`config.mk`:
```
export PLATFORM = sky130hd
export DESIGN_NAME = hamming_secded_enc_pipe
export DESIGN_NICKNAME = d
export VERILOG_FILES = /design/src/rtl/hamming_pkg.sv /design/src/rtl/hamming_parity_calc.sv /design/src/rtl/hamming_secded_enc_pipe.sv
export SDC_FILE = /design/constraint.sdc
export NUM_CORES = 1
export LEC_CHECK = 0
export CAP_MARGIN = 20
export CORE_AREA = 2 2 76 78
export DETAILED_ROUTE_END_ITERATION = 10
export DIE_AREA = 0 0 78 80
export GPL_ROUTABILITY_DRIVEN = 0
export GPL_TIMING_DRIVEN = 0
export PLACE_DENSITY = 0.65
export SYNTH_ARGS = -nofsm -noshare
export SYNTH_HDL_FRONTEND = slang
export SYNTH_SLANG_ARGS = --single-unit
export TNS_END_PERCENT = 100
```
`constraint.sdc`:
```
create_clock -name clk -period 3.5 [get_ports clk]
set_input_delay 0.35 -clock clk [delete_from_list [all_inputs] [get_ports clk]]
set_output_delay 0.35 -clock clk [all_outputs]
set_load 0.02 [all_outputs]
```
`src/rtl/hamming_pkg.sv`:
```
// -----------------------------------------------------------------------------
// hamming_pkg
//   Helpers for the SECDED Hamming codeword layout, shared by the encoder
//   pipeline and the matching decoder.
//
//   Codeword layout (positions numbered from 0):
//     position 0        : overall parity (makes the whole codeword even weight)
//     position 2**k     : Hamming parity bit k
//     other positions   : data bits in ascending order (d0->3, d1->5, d2->6, ...)
//
//   hamming_p_w(data_w) : smallest p with 2**p >= data_w + p + 1
//   hamming_cw_w(data_w): total codeword width, data_w + p + 1
//   is_pow2(pos)        : 1 when pos is a parity-bit position (1, 2, 4, ...)
//   data_pos(idx)       : codeword position that carries data bit idx
// -----------------------------------------------------------------------------
package hamming_pkg;

   function automatic int hamming_p_w(input int data_w);
      int p;
      p = 0;
      // Walk downwards so the last hit is the smallest qualifying p.
      for (int i = 24; i >= 1; i--) begin
         if ((1 << i) >= data_w + i + 1) begin
            p = i;
         end
      end
      return p;
   endfunction

   function automatic int hamming_cw_w(input int data_w);
      return data_w + hamming_p_w(data_w) + 1;
   endfunction

   function automatic bit is_pow2(input int pos);
      return (pos > 0) && ((pos & (pos - 1)) == 0);
   endfunction

   // Data bit idx sits at the (idx)-th non-power-of-two position >= 3.
   // That position never exceeds 2*idx+4, which bounds the search.
   function automatic int data_pos(input int idx);
      int cnt;
      int pos;
      cnt = 0;
      pos = 0;
      for (int p = 1; p <= 2 * idx + 4; p++) begin
         if (!is_pow2(p) && (pos == 0)) begin
            if (cnt == idx) begin
               pos = p;
            end
            cnt = cnt + 1;
         end
      end
      return pos;
   endfunction

endpackage

```
`src/rtl/hamming_parity_calc.sv`:
```
// -----------------------------------------------------------------------------
// hamming_parity_calc
//   Combinational Hamming parity word: XOR of the codeword positions of every
//   data bit that is 1. Bit k of the result is the parity bit stored at
//   position 2**k. Used by the encoder pipeline and by the SECDED decoder.
//
//   Ports
//     data    in   DATA_W  data word
//     parity  out  P_W     parity word (P_W derived from DATA_W)
// -----------------------------------------------------------------------------
module hamming_parity_calc
   import hamming_pkg::*;
#(
   parameter  int DATA_W = 11,
   localparam int P_W    = hamming_p_w(DATA_W)
) (
   input  logic [DATA_W-1:0] data,
   output logic [P_W-1:0]    parity
);

   // Each data bit contributes its own codeword position when set.
   logic [P_W-1:0] term [DATA_W];

   for (genvar i = 0; i < DATA_W; i++) begin : g_term
      localparam int POS = data_pos(i);
      assign term[i] = data[i] ? P_W'(POS) : '0;
   end

   always_comb begin
      parity = '0;
      for (int i = 0; i < DATA_W; i++) begin
         parity = parity ^ term[i];
      end
   end

endmodule

```
`src/rtl/hamming_secded_enc_pipe.sv`:
```
// -----------------------------------------------------------------------------
// hamming_secded_enc_pipe
//   Two-stage pipelined SECDED Hamming encoder with a valid/ready stream on
//   both sides and full backpressure.
//     stage 1: registers the data word and its Hamming parity word
//     stage 2: registers the assembled codeword including overall parity
//   Latency 2 cycles with out_ready high, one word per cycle throughput.
//
//   Parameters
//     DATA_W  data bits per word (>= 4)
//     CNT_W   width of the transferred-codeword counter
//     P_W     derived: Hamming parity bits
//     CW_W    derived: DATA_W + P_W + 1
//
//   Ports
//     clk        in   1       clock
//     rst        in   1       asynchronous active-high reset
//     in_valid   in   1       data word offered
//     in_ready   out  1       word accepted this cycle when in_valid is high
//     in_data    in   DATA_W  data word
//     out_valid  out  1       codeword present
//     out_ready  in   1       sink takes the codeword this cycle
//     out_cw     out  CW_W    codeword
//     cw_count   out  CNT_W   codewords transferred out (wraps)
//
//   Optional build macro HAMMING_ENC_ERRINJ_EN adds error injection:
//     inj_arm    in   1       pulse: latch inj_mask, set inj_busy
//     inj_mask   in   CW_W    bits to flip in the next word entering stage 2
//     inj_busy   out  1       injection pending/in flight; clears when the
//                             corrupted word leaves; arm while busy is ignored
// -----------------------------------------------------------------------------
module hamming_secded_enc_pipe
   import hamming_pkg::*;
#(
   parameter  int DATA_W = 11,
   parameter  int CNT_W  = 16,
   localparam int P_W    = hamming_p_w(DATA_W),
   localparam int CW_W   = DATA_W + P_W + 1
) (
   input  logic              clk,
   input  logic              rst,
   input  logic              in_valid,
   output logic              in_ready,
   input  logic [DATA_W-1:0] in_data,
   output logic              out_valid,
   input  logic              out_ready,
   output logic [CW_W-1:0]   out_cw,
   output logic [CNT_W-1:0]  cw_count
`ifdef HAMMING_ENC_ERRINJ_EN
   ,
   input  logic              inj_arm,
   input  logic [CW_W-1:0]   inj_mask,
   output logic              inj_busy
`endif
);

   logic              vld_p1;
   logic [DATA_W-1:0] data_p1;
   logic [P_W-1:0]    par_p1;
   logic              vld_p2;

   logic [P_W-1:0]    par_in;
   logic [CW_W-1:1]   body;
   logic              overall;
   logic [CW_W-1:0]   cw_next;
   logic [CW_W-1:0]   cw_load;
   logic              adv_p2;
   logic              out_fire;

   // Stage 2 may load whenever its slot is empty or is being emptied now;
   // stage 1 may load when it is empty or moving into stage 2.
   assign adv_p2    = !vld_p2 || out_ready;
   assign in_ready  = !vld_p1 || adv_p2;
   assign out_valid = vld_p2;
   assign out_fire  = vld_p2 && out_ready;

   hamming_parity_calc #(
      .DATA_W (DATA_W)
   ) u_parity (
      .data   (in_data),
      .parity (par_in)
   );

   // ---------------- stage 0 -> stage 1 boundary ----------------
   always_ff @(posedge clk) begin
      if (in_valid && in_ready) begin
         data_p1 <= in_data;
         par_p1  <= par_in;
      end
   end

   // Codeword assembly from the stage 1 registers: data bits to their
   // non-power-of-two positions, parity bit k to position 2**k.
   for (genvar i = 0; i < DATA_W; i++) begin : g_dbit
      localparam int DPOS = data_pos(i);
      assign body[DPOS] = data_p1[i];
   end

   for (genvar k = 0; k < P_W; k++) begin : g_pbit
      localparam int PPOS = 1 << k;
      assign body[PPOS] = par_p1[k];
   end

   assign overall = ^body;
   assign cw_next = {body, overall};

`ifdef HAMMING_ENC_ERRINJ_EN
   logic [CW_W-1:0] inj_mask_q;
   logic            inj_applied;
   logic            inj_hit;

   // The first word loaded into stage 2 after arming takes the mask.
   assign inj_hit = inj_busy && !inj_applied;
   assign cw_load = inj_hit ? (cw_next ^ inj_mask_q) : cw_next;

   always_ff @(posedge clk or posedge rst) begin
      if (rst) begin
         inj_busy    <= 1'b0;
         inj_applied <= 1'b0;
         inj_mask_q  <= '0;
      end else if (!inj_busy) begin
         if (inj_arm) begin
            inj_busy    <= 1'b1;
            inj_applied <= 1'b0;
            inj_mask_q  <= inj_mask;
         end
      end else if (!inj_applied) begin
         if (adv_p2 && vld_p1) begin
            inj_applied <= 1'b1;
         end
      end else if (out_fire) begin
         // The corrupted word occupies stage 2 until this handshake.
         inj_busy    <= 1'b0;
         inj_applied <= 1'b0;
      end
   end
`else
   assign cw_load = cw_next;
`endif

   // ---------------- stage 1 -> stage 2 boundary ----------------
   always_ff @(posedge clk or posedge rst) begin
      if (rst) begin
         vld_p1   <= 1'b0;
         vld_p2   <= 1'b0;
         out_cw   <= '0;
         cw_count <= '0;
      end else begin
         if (in_ready) begin
            vld_p1 <= in_valid;
         end
         if (adv_p2) begin
            vld_p2 <= vld_p1;
            if (vld_p1) begin
               out_cw <= cw_load;
            end
         end
         if (out_fire) begin
            cw_count <= cw_count + CNT_W'(1);
         end
      end
   end

endmodule

```
After elaboration in Yosys (flattened, before gate mapping)
Index checks and enable logic that the tools add are counted.
W data, S select, Z words.
- $add $sub $neg: 1
- multipliers: 0
- div/mod/pow operators: 0
- magnitude comparators: 0
- equality and inequality tests: 0
- shift operators: 0
- multiplexer cells: 11
- bitwise gates (word level): 10
- reductions and logical operators: 8
- operator list (operator ; count):
    $xor A4 B4 Y4 ; 10
    $mux W4 ; 7
    $add A16 B1 Y16 const B ; 1
    $reduce_xor A15 Y1 ; 1
    $mux W3 ; 3
    $logic_and A1 B1 Y1 ; 2
    $logic_not A1 Y1 ; 2
    $logic_or A1 B1 Y1 ; 2
    $mux W2 ; 1
    $reduce_and A2 Y1 ; 1
- bits in registers: 49
- latch bits: 0
- memory bits (writable): 0
- ROM bits: 0
- input bits: 15
- output and inout port bits: 34
- memories kept: 0

Depth between registers and ports, before layout
Gate-level depths: netlist of run 1.
- depth after elaboration: 11
- gate-level depth with buffers: 5
- mapped depth without buffers: 4

Cells and area by module
From an unflattened synthesis of run 1, not the netlist that was laid out.
- cells, all modules: 140
- area, all modules: 2180.8 um^2
- by module, submodules not included (module ; times used ; cells an instance ; area an instance (um^2) ; seq. area each (um^2)):
    hamming_secded_enc_pipe ; 1 ; 128 ; 1971.9 ; 1301.2
    hamming_parity_calc ; 1 ; 12 ; 209.0 ; 0.0

Worst setup path before layout of run 1
No wires, ideal clock.
- path type: reg-to-reg
- start point: reg vld_p2, in the netlist out_valid
- end point: reg data_p1[0] (enable)
- arrival time: 1242 ps
- required time: 3128 ps
- setup slack: 1886 ps
- cell stages (with the launch flop): 3
- period minus slack after synthesis: 1614 ps
- cell sequence: dfrtp_1 -> nand3b_1 -> and2_1
- cells in the longest elaborated chain, start to end: 4
- RTL lines (what ; line ; RTL):
    start: declaration ; hamming_secded_enc_pipe.sv:60 ; logic vld_p2;
    start signal: assignment ; hamming_secded_enc_pipe.sv:153 ; vld_p2 <= vld_p1;
    $logic_not A1 Y1 ; hamming_secded_enc_pipe.sv:72 ; assign adv_p2 = !vld_p2 || out_ready;
    $logic_or A1 B1 Y1 ; hamming_secded_enc_pipe.sv:72 ;
    $logic_or A1 B1 Y1 ; hamming_secded_enc_pipe.sv:73 ; assign in_ready = !vld_p1 || adv_p2;
    net in_ready ; hamming_secded_enc_pipe.sv:43 ; output logic in_ready,
    $logic_and A1 B1 Y1 ; hamming_secded_enc_pipe.sv:86 ; if (in_valid && in_ready) begin
    end signal: assignment ; hamming_secded_enc_pipe.sv:87 ; data_p1 <= in_data;
    end: declaration ; hamming_secded_enc_pipe.sv:58 ; logic [DATA_W-1:0] data_p1;
The timed path passes the listed nets, and every way through them passes these cells.
A chain may end at the register's enable or synchronous reset.

Final worst setup path of run 1
- start point: in out_ready
- end point: out in_ready
- cells in the longest elaborated chain, start to end: 2
- RTL lines (what ; line ; RTL):
    start: declaration ; hamming_secded_enc_pipe.sv:46 ; input logic out_ready,
    $logic_or A1 B1 Y1 ; hamming_secded_enc_pipe.sv:72 ;
    $logic_or A1 B1 Y1 ; hamming_secded_enc_pipe.sv:73 ;
    end: declaration ; hamming_secded_enc_pipe.sv:43 ;
No other way between the ends.

==> insert_results.sql, run 1 <==
INSERT INTO impl_metrics (metric_group, metric, value, unit) VALUES
('global_route', 'met1_usage', '16.0', '%'),
('global_route', 'grt_pass1_vias', '1322', ''),
('yosys', 'ys_ff_latch', '49', ''),
('yosys', 'ys_async_rst_share', '69.4', '%'),
('yosys', 'synthDistinctLibCells', '23', ''),
('setup_path', 'critical_path.endpoint_type', 'output pin', ''),
('sta', 'total_count_of_hold_check_failures_in_the_final_report', '0', ''),
('sta', 'final-max-slew-violation-count', '0', ''),
('pwr', 'peakVddDrop', '311', 'uV'),
('finish', 'ratio_of_cells_with_drive_above_1_in_the_final_layout', '13.4', '%'),
('floorplanning', 'start_util', '39.4', '%'),
('setup_path', 'critical_path.slowest_cell', 'sky130_fd_sc_hd__clkdlybuf4s50_1', ''),
('sta', 'worst-slew-pin-transition', '0.666', 'ns'),
('clock_tree', 'postCtsResizedCells', '0', ''),
('sta', 'period_minus_slack', '2.08', 'ns'),
('routing', 'detail_route.vias_per_cell', '4.66', ''),
('routing', 'first_pass_iters', '4', ''),
('global_route', 'gr_usage_total', '13.3', '%'),
('floorplanning', 'pin_count', '49', ''),
('setup_path', 'slowest_delay', '0.63', 'ns'),
('yosys', 'synth.cell_area', '2130', 'um^2'),
('sta', 'setup-tns-final', '0', 'ns'),
('clock_tree', 'clock_insertion_delay_worst_skew', '0.29', 'ns'),
('routing', 'wl_per_cell', '13.7', 'um'),
('global_route', 'grt_busiest_layer', 'met2', ''),
('global_route', 'grt_antenna_before_repair', '0', ''),
('finish', 'core_utilization_of_the_finished_layout', '52.4', '%'),
('sta', 'setup_ws', '1.42', 'ns'),
('clock_tree', 'cts_max_path_buffers', '2', ''),
('sta', 'finClkSkew', '0.00489', 'ns'),
('place', 'placed_area', '2730', 'um^2'),
('routing', 'wirelength', '3.74', 'mm'),
('floorplanning', 'die_height', '80', 'um'),
('setup_path', 'worstSetupStartpointType', 'input pin', ''),
('setup_path', 'worst-endpoint-arrival', '1.73', 'ns'),
('worst_hold_path', 'hold_path.class', 'input pin to asynchronous set/reset pin', ''),
('clock_tree', 'post-cts-setup-buffer-count', '0', ''),
('place', 'hpwl_after_detailed_placement', '2.89', 'mm'),
('setup_path', 'data_required_time_at_the_worst_endpoint', '3.15', 'ns'),
('clock_tree', 'cts_root_buffer', 'sky130_fd_sc_hd__clkbuf_8', ''),
('routing', 'final_antenna_net_count', '0', ''),
('global_route', 'grt_first_pass_wirelength', '6.28', 'mm'),
('pwr', 'power_per_cell_area', '601', 'nW/um^2'),
('clock_tree', 'cts_hold_repair.buffers', '0', ''),
('routing', 'post-route-drc-count', '0', ''),
('clock_tree', 'ctsHtreeMaxLevel', '2', ''),
('job', 'maxCapViolations', '0', ''),
('floorplanning', 'die_w', '78', 'um'),
('yosys', 'yosysWarnings', '0', ''),
('setup_path', 'path_delay_family', 'buffers and inverters', ''),
('yosys', 'seq_area_frac_synth', '61.1', '%'),
('global_route', 'grt_start_max_net_pins', '22', ''),
('global_route', 'met2_usage', '22.7', '%'),
('floorplanning', 'die-area', '6240', 'um^2'),
('sta', 'setup_violations', '0', ''),
('floorplanning', 'placement_rows', '27', ''),
('setup_path', 'crit_top_cell', 'sky130_fd_sc_hd__clkdlybuf4s50_1', ''),
('finish', 'area_of_all_placed_cells_without_fillers', '2830', 'um^2'),
('place', 'post-place-ws', '1.41', 'ns'),
('finish', 'finish.cell_count_without_fillers', '274', ''),
('sta', 'hold_ws', '0.445', 'ns'),
('yosys', 'synth.avg_cell_area', '14.7', 'um^2'),
('run_status', 'status', 'finished, final reports clean', ''),
('global_route', 'globalRouteOverflowTotal', '0', ''),
('setup_path', 'critical_path.cell_chain', 'clkdlybuf4s50_1, nand3b_1, clkdlybuf4s50_1', ''),
('place', 'port-buffer-count', '48', ''),
('finish', 'n_antenna_cell', '0', ''),
('place', 'placedCellCount', '266', ''),
('setup_path', 'setup.worst_path.class', 'input pin to output pin', ''),
('setup_path', 'buffer_and_inverter_count_on_the_worst_path', '2', ''),
('pwr', 'total_leakage_power', '1.14', 'nW');
## final cells by class
| type | count | area [um^2] |
|---|---|---|
| plain buffers | 1 | 5.00 |
| clock buffers | 6 | 72.6 |
| clock inverters | 2 | 35.0 |
| fillers | 478 | 2570 |
| inverters | 1 | 3.75 |
| multi-input cells | 94 | 818 |
| flip-flops and latches | 49 | 1300 |
| well taps | 72 | 90.1 |
| repair buffers | 49 | 508 |
## cell families after synthesis
kind of cell | synth area share, %
mux | 8.47
fa+ha+maj | 0.588
xor+xnor | 20.4
flops | 61.1
buf+inv | 0.411
compound gates | 0.235
simple gates | 8.76
## worst register-to-register path: stages (launching register included)
cell	delay (ns)
sky130_fd_sc_hd__dfrtp_1	0.46
sky130_fd_sc_hd__nand3b_1	0.16
sky130_fd_sc_hd__and2_1	0.57
## report_power, final
group	switching (mW)	leakage, nW	internal, mW
registers	0.0866	0.566	0.694
logic	0.239	0.523	0.295
clock network	0.177	0.0552	0.212
total	0.503	1.14	1.20
## synthesized netlist by cell type (2+ instances only)
| library cell | n | share of area, % |
|---|---|---|
| sky130_fd_sc_hd__nand2_2 | 2 | 0.59 |
| sky130_fd_sc_hd__edfxtp_1 | 15 | 21 |
| sky130_fd_sc_hd__nor2_1 | 4 | 0.71 |
| sky130_fd_sc_hd__mux2_1 | 2 | 1.1 |
| sky130_fd_sc_hd__xnor3_1 | 3 | 3.2 |
| sky130_fd_sc_hd__xor2_1 | 9 | 3.7 |
| sky130_fd_sc_hd__xnor2_1 | 31 | 13 |
| sky130_fd_sc_hd__nand4_1 | 5 | 1.5 |
| sky130_fd_sc_hd__and4_1 | 4 | 1.6 |
| sky130_fd_sc_hd__nand2_1 | 6 | 1.1 |
| sky130_fd_sc_hd__dfrtp_1 | 34 | 40 |
| sky130_fd_sc_hd__and3_1 | 2 | 0.59 |
| sky130_fd_sc_hd__nand3_1 | 3 | 0.71 |
| sky130_fd_sc_hd__mux2_2 | 14 | 7.4 |
| sky130_fd_sc_hd__nand2b_1 | 3 | 0.88 |
## registers in the layout, summed over array words and instances (netlist names)
| signal | flops |
|---|---|
| vld_p1 | 1 |
| cw_count | 16 |
| data_p1 | 11 |
| out_cw | 16 |
| par_p1 | 4 |
| out_valid | 1 |
## path summary, 6_finish.rpt
| path | from | to | slack, ns | depth (start not counted) |
|---|---|---|---|---|
| worst min register to register | cw_count[15] | cw_count[15] | 0.48 | 1 |
| worst max register to register | out_valid | par_p1[3] | 1.94 | 2 |
| max in group asynchronous | rst | cw_count[9] | 2.53 | 3 |
| worst max-delay path | out_ready | in_ready | 1.42 | 3 |
| min in group clk | cw_count[15] | cw_count[15] | 0.48 | 1 |
| worst min-delay path | rst | cw_count[5] | 0.44 | 2 |
## routing by layer
metal	wire, um	share of wire [%]	vias to the layer above
met2	1870	50	45
met4	14	0.37	0
met3	206	5.5	2
met5	0	0	-
met1	1650	44	616
li1	-	-	614
## placed cells by master, fill, tap and decap left out, types with 2 or more instances in the layout
cell type                          n
sky130_fd_sc_hd__nand2_2           2
sky130_fd_sc_hd__nor2_1            4
sky130_fd_sc_hd__dfrtp_1          34
sky130_fd_sc_hd__xnor2_1          31
sky130_fd_sc_hd__mux2_1            2
sky130_fd_sc_hd__nand2_1           6
sky130_fd_sc_hd__nand3_1           3
sky130_fd_sc_hd__clkbuf_8          5
sky130_fd_sc_hd__xor2_1            9
sky130_fd_sc_hd__mux2_2           14
sky130_fd_sc_hd__clkdlybuf4s50_1  48
sky130_fd_sc_hd__xnor3_1           3
sky130_fd_sc_hd__and4_1            4
sky130_fd_sc_hd__and3_1            2
sky130_fd_sc_hd__edfxtp_1         15
sky130_fd_sc_hd__nand4_1           5
sky130_fd_sc_hd__nand2b_1          3
Power figures use the tool's default switching activity.
==> run 2: changes to the inputs <==
==> constraint.sdc (replaced) <==
create_clock -name clk -period 2.2 [get_ports clk]
set_input_delay 0.22 -clock clk [delete_from_list [all_inputs] [get_ports clk]]
set_output_delay 0.22 -clock clk [all_outputs]
set_load 0.02 [all_outputs]
==> results of run 2 <==
Same layout as run 1 (identical final DEF). Status: finished, final reports clean.
Among the figures that moved: setup slack after placement 1.41 ns -> 0.245 ns; setup slack after layout 1.42 ns -> 0.377 ns; hold slack 0.445 ns -> 0.315 ns; register-to-register setup slack 1.94 ns -> 0.64 ns; total power 1.70 mW -> 2.71 mW; worst IR drop on VDD 311 uV -> 495 uV
